==> src/rtl/riscpipe_pkg.sv <==
// Constants shared by the pipeline-register stages (control, ID/EX, EX/MEM, MEM/WB)
// and the write-back end.
package riscpipe_pkg;

   localparam int WB_REGWRITE = 1;
   localparam int WB_MEMTOREG = 0;
   localparam int REG_AW      = 5;

   typedef logic [REG_AW-1:0] reg_addr_t;

   localparam reg_addr_t REG_ZERO = 5'd0;

   typedef struct packed {
      logic reg_write;
      logic mem_to_reg;
   } wb_ctrl_t;

   // x0 is the architectural zero register, so a write aimed at it never takes effect
   function automatic logic wb_write_enable(input logic [1:0] ctrl, input reg_addr_t rd);
      return ctrl[WB_REGWRITE] & (rd != REG_ZERO);
   endfunction

endpackage

==> src/rtl/regfile_core.sv <==
// Architectural register storage: asynchronously cleared array, one write port,
// two raw combinational read ports. No bypass or x0 handling lives here.
module regfile_core
   import riscpipe_pkg::*;
#(
   parameter int N    = 32,
   parameter int NREG = 32
) (
   input  logic            clk,
   input  logic            rst,
   input  logic            we,
   input  reg_addr_t       waddr,
   input  logic [N-1:0]    wdata,
   input  reg_addr_t       raddr1,
   input  reg_addr_t       raddr2,
   output logic [N-1:0]    rdata1,
   output logic [N-1:0]    rdata2
);

   logic [N-1:0] regs_q [NREG];
   logic [N-1:0] regs_d [NREG];

   always_comb begin
      for (int i = 0; i < NREG; i++) begin
         regs_d[i] = regs_q[i];
         if (we && (waddr == reg_addr_t'(i))) begin
            regs_d[i] = wdata;
         end
      end
   end

   // Every register clears on rst without waiting for a clock edge
   always_ff @(posedge clk or posedge rst) begin
      if (rst) begin
         for (int i = 0; i < NREG; i++) begin
            regs_q[i] <= '0;
         end
      end else begin
         for (int i = 0; i < NREG; i++) begin
            regs_q[i] <= regs_d[i];
         end
      end
   end

   assign rdata1 = regs_q[raddr1];
   assign rdata2 = regs_q[raddr2];

endmodule

==> src/rtl/wb_regfile.sv <==
// Write-back end of MEM/WB: result select, x0 gating, write-first read bypass,
// and a free-running count of committed register writes.
module wb_regfile
   import riscpipe_pkg::*;
#(
   parameter int N    = 32,
   parameter int NREG = 32,
   parameter int CNTW = 32
) (
   input  logic            clk,
   input  logic            rst,
   input  logic [1:0]      wb_ctrl,
   input  logic [4:0]      wb_rd,
   input  logic [N-1:0]    wb_memdata,
   input  logic [N-1:0]    wb_aluresult,
   input  logic [4:0]      rs1_addr,
   input  logic [4:0]      rs2_addr,
   output logic [N-1:0]    rs1_data,
   output logic [N-1:0]    rs2_data,
   output logic [N-1:0]    wb_data,
   output logic            wb_we,
   output logic [CNTW-1:0] wr_count
);

   logic [N-1:0]    raw1;
   logic [N-1:0]    raw2;
   logic            bypass_en;
   logic [CNTW-1:0] wr_count_q;
   logic [CNTW-1:0] wr_count_d;

   assign wb_data = wb_ctrl[WB_MEMTOREG] ? wb_memdata : wb_aluresult;
   assign wb_we   = wb_write_enable(wb_ctrl, wb_rd);

   regfile_core #(
      .N    (N),
      .NREG (NREG)
   ) u_core (
      .clk    (clk),
      .rst    (rst),
      .we     (wb_we),
      .waddr  (wb_rd),
      .wdata  (wb_data),
      .raddr1 (rs1_addr),
      .raddr2 (rs2_addr),
      .rdata1 (raw1),
      .rdata2 (raw2)
   );

   // While reset is held nothing commits, so the bypass must not advertise a write either
   assign bypass_en = wb_we & ~rst;

   always_comb begin
      rs1_data = raw1;
      if (rs1_addr == REG_ZERO) begin
         rs1_data = '0;
      end else if (bypass_en && (rs1_addr == wb_rd)) begin
         rs1_data = wb_data;
      end
   end

   always_comb begin
      rs2_data = raw2;
      if (rs2_addr == REG_ZERO) begin
         rs2_data = '0;
      end else if (bypass_en && (rs2_addr == wb_rd)) begin
         rs2_data = wb_data;
      end
   end

   always_comb begin
      wr_count_d = wr_count_q;
      if (wb_we) begin
         wr_count_d = wr_count_q + CNTW'(1);
      end
   end

   always_ff @(posedge clk or posedge rst) begin
      if (rst) begin
         wr_count_q <= '0;
      end else begin
         wr_count_q <= wr_count_d;
      end
   end

   assign wr_count = wr_count_q;

endmodule

==> config.mk <==
export PLATFORM = sky130hd
export DESIGN_NAME = wb_regfile
export DESIGN_NICKNAME = d
export VERILOG_FILES = /design/src/rtl/riscpipe_pkg.sv /design/src/rtl/regfile_core.sv /design/src/rtl/wb_regfile.sv
export SDC_FILE = /design/constraint.sdc
export NUM_CORES = 2
export LEC_CHECK = 0
export ABC_AREA = 1
export CORE_UTILIZATION = 56
export DETAILED_ROUTE_END_ITERATION = 10
export PLACE_DENSITY = 0.83
export SETUP_SLACK_MARGIN = 0.02
export SLEW_MARGIN = 40
export SYNTH_ARGS = -nofsm -noshare
export SYNTH_HDL_FRONTEND = slang
export SYNTH_HIERARCHICAL = 1
export SYNTH_SLANG_ARGS = --single-unit
==> constraint.sdc <==
create_clock -name clk -period 40.4 [get_ports clk]
set_clock_uncertainty 0.05 [all_clocks]
set_input_delay 12.12 -clock clk [delete_from_list [all_inputs] [get_ports clk]]
set_output_delay 12.12 -clock clk [all_outputs]
set_load 0.05 [all_outputs]
Word level (Yosys, flattened, before mapping). Cells that the tools add are included.

Add/sub/neg operators: 1. Multipliers: 0. Divide/modulo/power cells: 0. Order comparisons: 2. Equality and inequality tests: 33. Shift operators: 0. Muxes and demuxes: 11. Bitwise logic cells: 5. Reduce and logical (&&, ||, !) cells: 38.

Operator list (count): $bmux 32 s5 (2); $mux 32 (9); $eq 5x5->1 const B (16); $eq 5x4->1 const B (8); $logic_and 1x1->1 (34); $add 32x1->32 const B (1); $eq 5x3->1 const B (4); $logic_not 5->1 (3); $ge 6x6->1 const B (2); $not 5->6 (2); $eq 5x2->1 const B (2); $eq 5x5->1 (2); $eq 5x1->1 const B (1); $reduce_bool 5->1 (1); $and 1x1->1 (2); $not 1->1 (1).

Flip-flop bits (word level): 1056. Latch bits: 0. RAM bits: 0. Memory bits (read-only): 0. Bits of input ports: 83. Output and inout bits: 129. Word-level logic and storage cells: 123. Memories: 0.

Logic depth before layout (Yosys ltp).
Depth after elaboration: 6. Depth in mapped cells: 14. Gate-level depth less buffers: 11.

Hierarchy. The synthesis kept the hierarchy.

Modules (own cells, without submodules): regfile_core (times used 1, cells an instance 8320, area each 56655.6 um2, seq. area each 25624.6 um2); wb_regfile (times used 1, cells an instance 699, area each 3823.7 um2, seq. area each 800.8 um2).

Least setup slack after synthesis. OpenSTA, ideal clock, no wires.

Path kind: in2out. From: in rst. To: out rs1_data[10]. Arrival: 14.052 ns. Setup slack: 14.178 ns. Cell stages on the path: 6. Path buffers: 1. Cell sequence: inv_1 > nand2_4 > nor2_8 > buf_6 > nor2_1 > nor2_1.

Cells in the longest elaborated chain, start to end: 5.

RTL lines: start: declaration (line wb_regfile.sv:11) `input logic rst,`; $not 1->1 (line wb_regfile.sv:50) `assign bypass_en = wb_we & ~rst;`; $and 1x1->1 (line wb_regfile.sv:50); $logic_and 1x1->1 (line wb_regfile.sv:56) `end else if (bypass_en && (rs1_addr == wb_rd)) begin`; $mux 32 (line wb_regfile.sv:56); $mux 32 (line wb_regfile.sv:54) `if (rs1_addr == REG_ZERO) begin`; end: declaration (line wb_regfile.sv:18) `output logic [N-1:0] rs1_data,`.

No other way between the ends.

Worst setup path after layout.
From: in rs2_addr[0]. To: out rs2_data[0].

Cells in the longest elaborated chain, start to end: 6.

RTL lines: start: declaration (line wb_regfile.sv:17) `input logic [4:0] rs2_addr,`; $not 5->6 (not written as such) (line regfile_core.sv:46) `assign rdata2 = regs_q[raddr2];`; $bmux 32 s5 (line regfile_core.sv:46); $mux 32 (not written as such) (2 in series) (line regfile_core.sv:46); named net raw2[0] (line wb_regfile.sv:26) `logic [N-1:0] raw2;`; $mux 32 (line wb_regfile.sv:65) `end else if (bypass_en && (rs2_addr == wb_rd)) begin`; $mux 32 (line wb_regfile.sv:63) `if (rs2_addr == REG_ZERO) begin`; end: declaration (line wb_regfile.sv:19) `output logic [N-1:0] rs2_data,`.

The timed path passes the listed nets, and every way through them passes these cells. The select of a mux whose other input is x is not followed.

==> results.py <==
metrics = {
    "outcome": {
        "status": "finished, final reports clean",
    },
    "synthesis": {
        "netlist_instances": 9019,
        "yosysUniqueCellTypes": 29,
        "ys_seq_area_share_pct": 43.7,
        "syn_area_mm2": 0.0605,
        "yosys_warnings": 6,
        "syn_nets": 9103,
        "postSynthAreaPerCell_um2": 6.71,
        "ys_ff_latch": 1056,
    },
    "timing": {
        "min_period_ps": 28830,
        "fin_crit_sh_pct": 71.4,
        "setup_viol": 0,
        "finalHoldViolations": 0,
        "finalSetupTns_ps": 0,
        "max-slew-margin-rel_pct": 36.3,
        "rsz0062_at_grt": "no",
        "max_freq_mhz": 34.7,
        "slew_violations": 0,
        "worst_pin_slew_ps": 955,
        "fin_hold_ws_ps": 457,
    },
    "placed_design": {
        "place_congestion": 0.876,
        "hpwl_mm": 112,
        "place_area_mm2": 0.0625,
        "numPortBuffers": 211,
    },
    "worst_setup_path": {
        "start_kind": "input port",
        "end_kind": "output port",
        "startpoint": "rs2_addr[0]",
        "worstSetupPathType": "in2out",
        "crit_chain": "buf_8 -> buf_4 -> buf_12 -> buf_12 -> buf_16 -> nand2_1 -> nand3_1 -> nand3_1 -> nand2_1 -> nand2_1 -> nand2_1 -> nand2_1 -> nand2_1 -> nor2_1 -> nor2_1 -> clkdlybuf4s50_1",
        "timing.critical_path.mode_cell": "nand2_1",
        "critical_path_required_ps": 28230,
        "slowest_delay_ps": 900,
        "crit_slowest_cell": "clkdlybuf4s50_1",
        "path_max_fanout": 103,
        "crit_arrival_ps": 16660,
        "r2r_start": "wr_count[0]",
    },
    "floorplanning": {
        "die_h_um": 331,
        "dieArea_mm2": 0.109,
        "start_util_pct": 56.5,
        "core_mm2": 0.107,
        "pin_count": 212,
        "dieWidth_um": 331,
        "rows": 120,
    },
    "global_routing": {
        "antenna_found_initial": 2,
        "grt_pass1_wl_mm": 342,
        "grt_max_degree": 185,
        "grt_overflow": 0,
        "grt.total_usage_pct": 40.3,
        "grt_pass1_vias": 59700,
    },
    "power_and_ir_drop": {
        "cellPowerDensity_mw_per_mm2": 49.5,
        "p_leak_nw": 31.9,
        "finalPower_mw": 3.29,
        "peakVddDrop_mv": 0.0412,
    },
    "finish": {
        "final_core_util_pct": 62.1,
        "drive_gt1_share_pct": 4.23,
        "final_area_mm2": 0.0665,
        "final_common_cell": "nand2_1",
        "diodes": 0,
        "syn2layout_area_growth_pct": 9.91,
        "mostFrequentLayoutCells": "4092 x nand2_1, 1617 x nand3_1, 1056 x dfrtp_1",
        "fillCellCount": 9124,
        "fin_nets": 8745,
    },
    "route": {
        "drc": 0,
        "viasPerCell": 6.39,
        "initialDrtViolationCount": 11700,
        "first_pass_iters": 10,
        "ant_nets": 0,
        "routed_wl_mm": 225,
        "detail_route.wl_per_cell_um": 22.2,
        "vias": 64900,
    },
    "clock_network": {
        "clk_path_buf_depth": 3,
        "cts-resized-gates": 0,
        "cts_tree": "done",
        "cts.clk_slew.worst_paths_ps": 60,
        "cts_hold_buf": 0,
        "post_cts.repair.setup_buffers": 0,
        "htreeDepth": 3,
        "cts_made_buffers": 109,
        "clock_latency_ps": 720,
        "root_buffer": "clkbuf_16",
        "clkSinkCount": 1056,
    },
    "flow_run": {
        "max_cap_violations": 0,
    },
    "min_path": {
        "hp-class": "reg2reg",
        "holdCritStartpoint": "u_core/regs_q[984]",
    },
}
[where the power goes]
part | switching [mW] | internal, mW | leakage (nW) | total [mW]
sequential | 0.186 | 1.28 | 13.6 | 1.46
clock | 0.446 | 0.623 | 1.89 | 1.07
combinational | 0.494 | 0.264 | 16.5 | 0.758
[critical path, delay by kind of cell]
kind / cells / cell delay (ps)
and+or+nand+nor: 10 / 1200
buffers and inverters: 6 / 3170
[flip-flops by register name, summed over array words and instances (netlist names)]
signal,flops
u_core/regs_q,1024
wr_count,32
[Yosys cell counts]
| master | count | area share, % |
|---|---|---|
| buf_1 | 56 | 0.35 |
| buf_2 | 289 | 2.4 |
| buf_4 | 9 | 0.11 |
| buf_6 | 9 | 0.17 |
| clkbuf_1 | 395 | 2.5 |
| clkinv_4 | 1 | 0.014 |
| dfrtp_1 | 1056 | 44 |
| ha_1 | 1 | 0.021 |
| inv_1 | 156 | 0.97 |
| inv_2 | 8 | 0.050 |
| nand2_1 | 4102 | 25 |
| nand2_2 | 17 | 0.18 |
| nand2_4 | 2 | 0.037 |
| nand3_1 | 1625 | 13 |
| nand3_2 | 2 | 0.033 |
| nand3_4 | 1 | 0.029 |
| nand4_1 | 5 | 0.052 |
| nor2_1 | 172 | 1.1 |
| nor2_2 | 11 | 0.11 |
| nor2_4 | 4 | 0.074 |
| nor2_8 | 2 | 0.066 |
| nor3_1 | 8 | 0.066 |
| nor3_2 | 1 | 0.017 |
| o21ai_0 | 1051 | 8.7 |
| o21ai_1 | 11 | 0.091 |
| or2_1 | 1 | 0.010 |
| or2_4 | 1 | 0.014 |
| xnor2_1 | 6 | 0.087 |
| xor2_1 | 17 | 0.25 |
[logic make-up after synthesis]
family,synth area share (%)
buffers and inverters,6.50
AND/OR/NAND/NOR,40.7
XOR/XNOR,0.333
flip-flops,43.7
AO/OA/AOI/OAI,8.79
adder cells (fa/ha/maj),0.0207
[worst paths after layout]
kind                                      end  slack (ps)  cells past startpoint
min                        u_core/regs_q[984]         460                      2
max                               rs2_data[0]       11570                     16
max in group asynchronous  u_core/regs_q[753]       25040                      7
max reg2reg                      wr_count[18]       38610                      8
min in group asynchronous   u_core/regs_q[51]       11870                      2
min reg2reg                u_core/regs_q[984]         460                      2
[per-stage QoR]
stage	std cells	setup slack, ps
after global placement	9932	11160
after floorplan	9019	14120
after CTS	10200	11590
final	10200	11570
after global routing	10200	11520
after detailed placement	9948	11600
[metal layers]
metal | vias up | track usage [%] | wire length, um | part of all wire (%)
met4 | 4 | 25.0 | 15400 | 6.9
met3 | 1158 | 11.7 | 35500 | 16
met5 | - | 0 | 27 | 0.012
li1 | 28400 | - | - | -
met1 | 29800 | 52.4 | 79400 | 35
met2 | 5536 | 59.2 | 94800 | 42
[area by class of cell]
type	count	area [um2]	area share, %
multi-input combinational	7040	30600	46.0
timing repair buffer	289	3230	4.86
clock inverter	48	518	0.779
sequential	1056	26400	39.8
tap	1403	1760	2.64
clock buffer	155	3260	4.90
inverter	165	688	1.04
(Power assumes the default switching activity.)
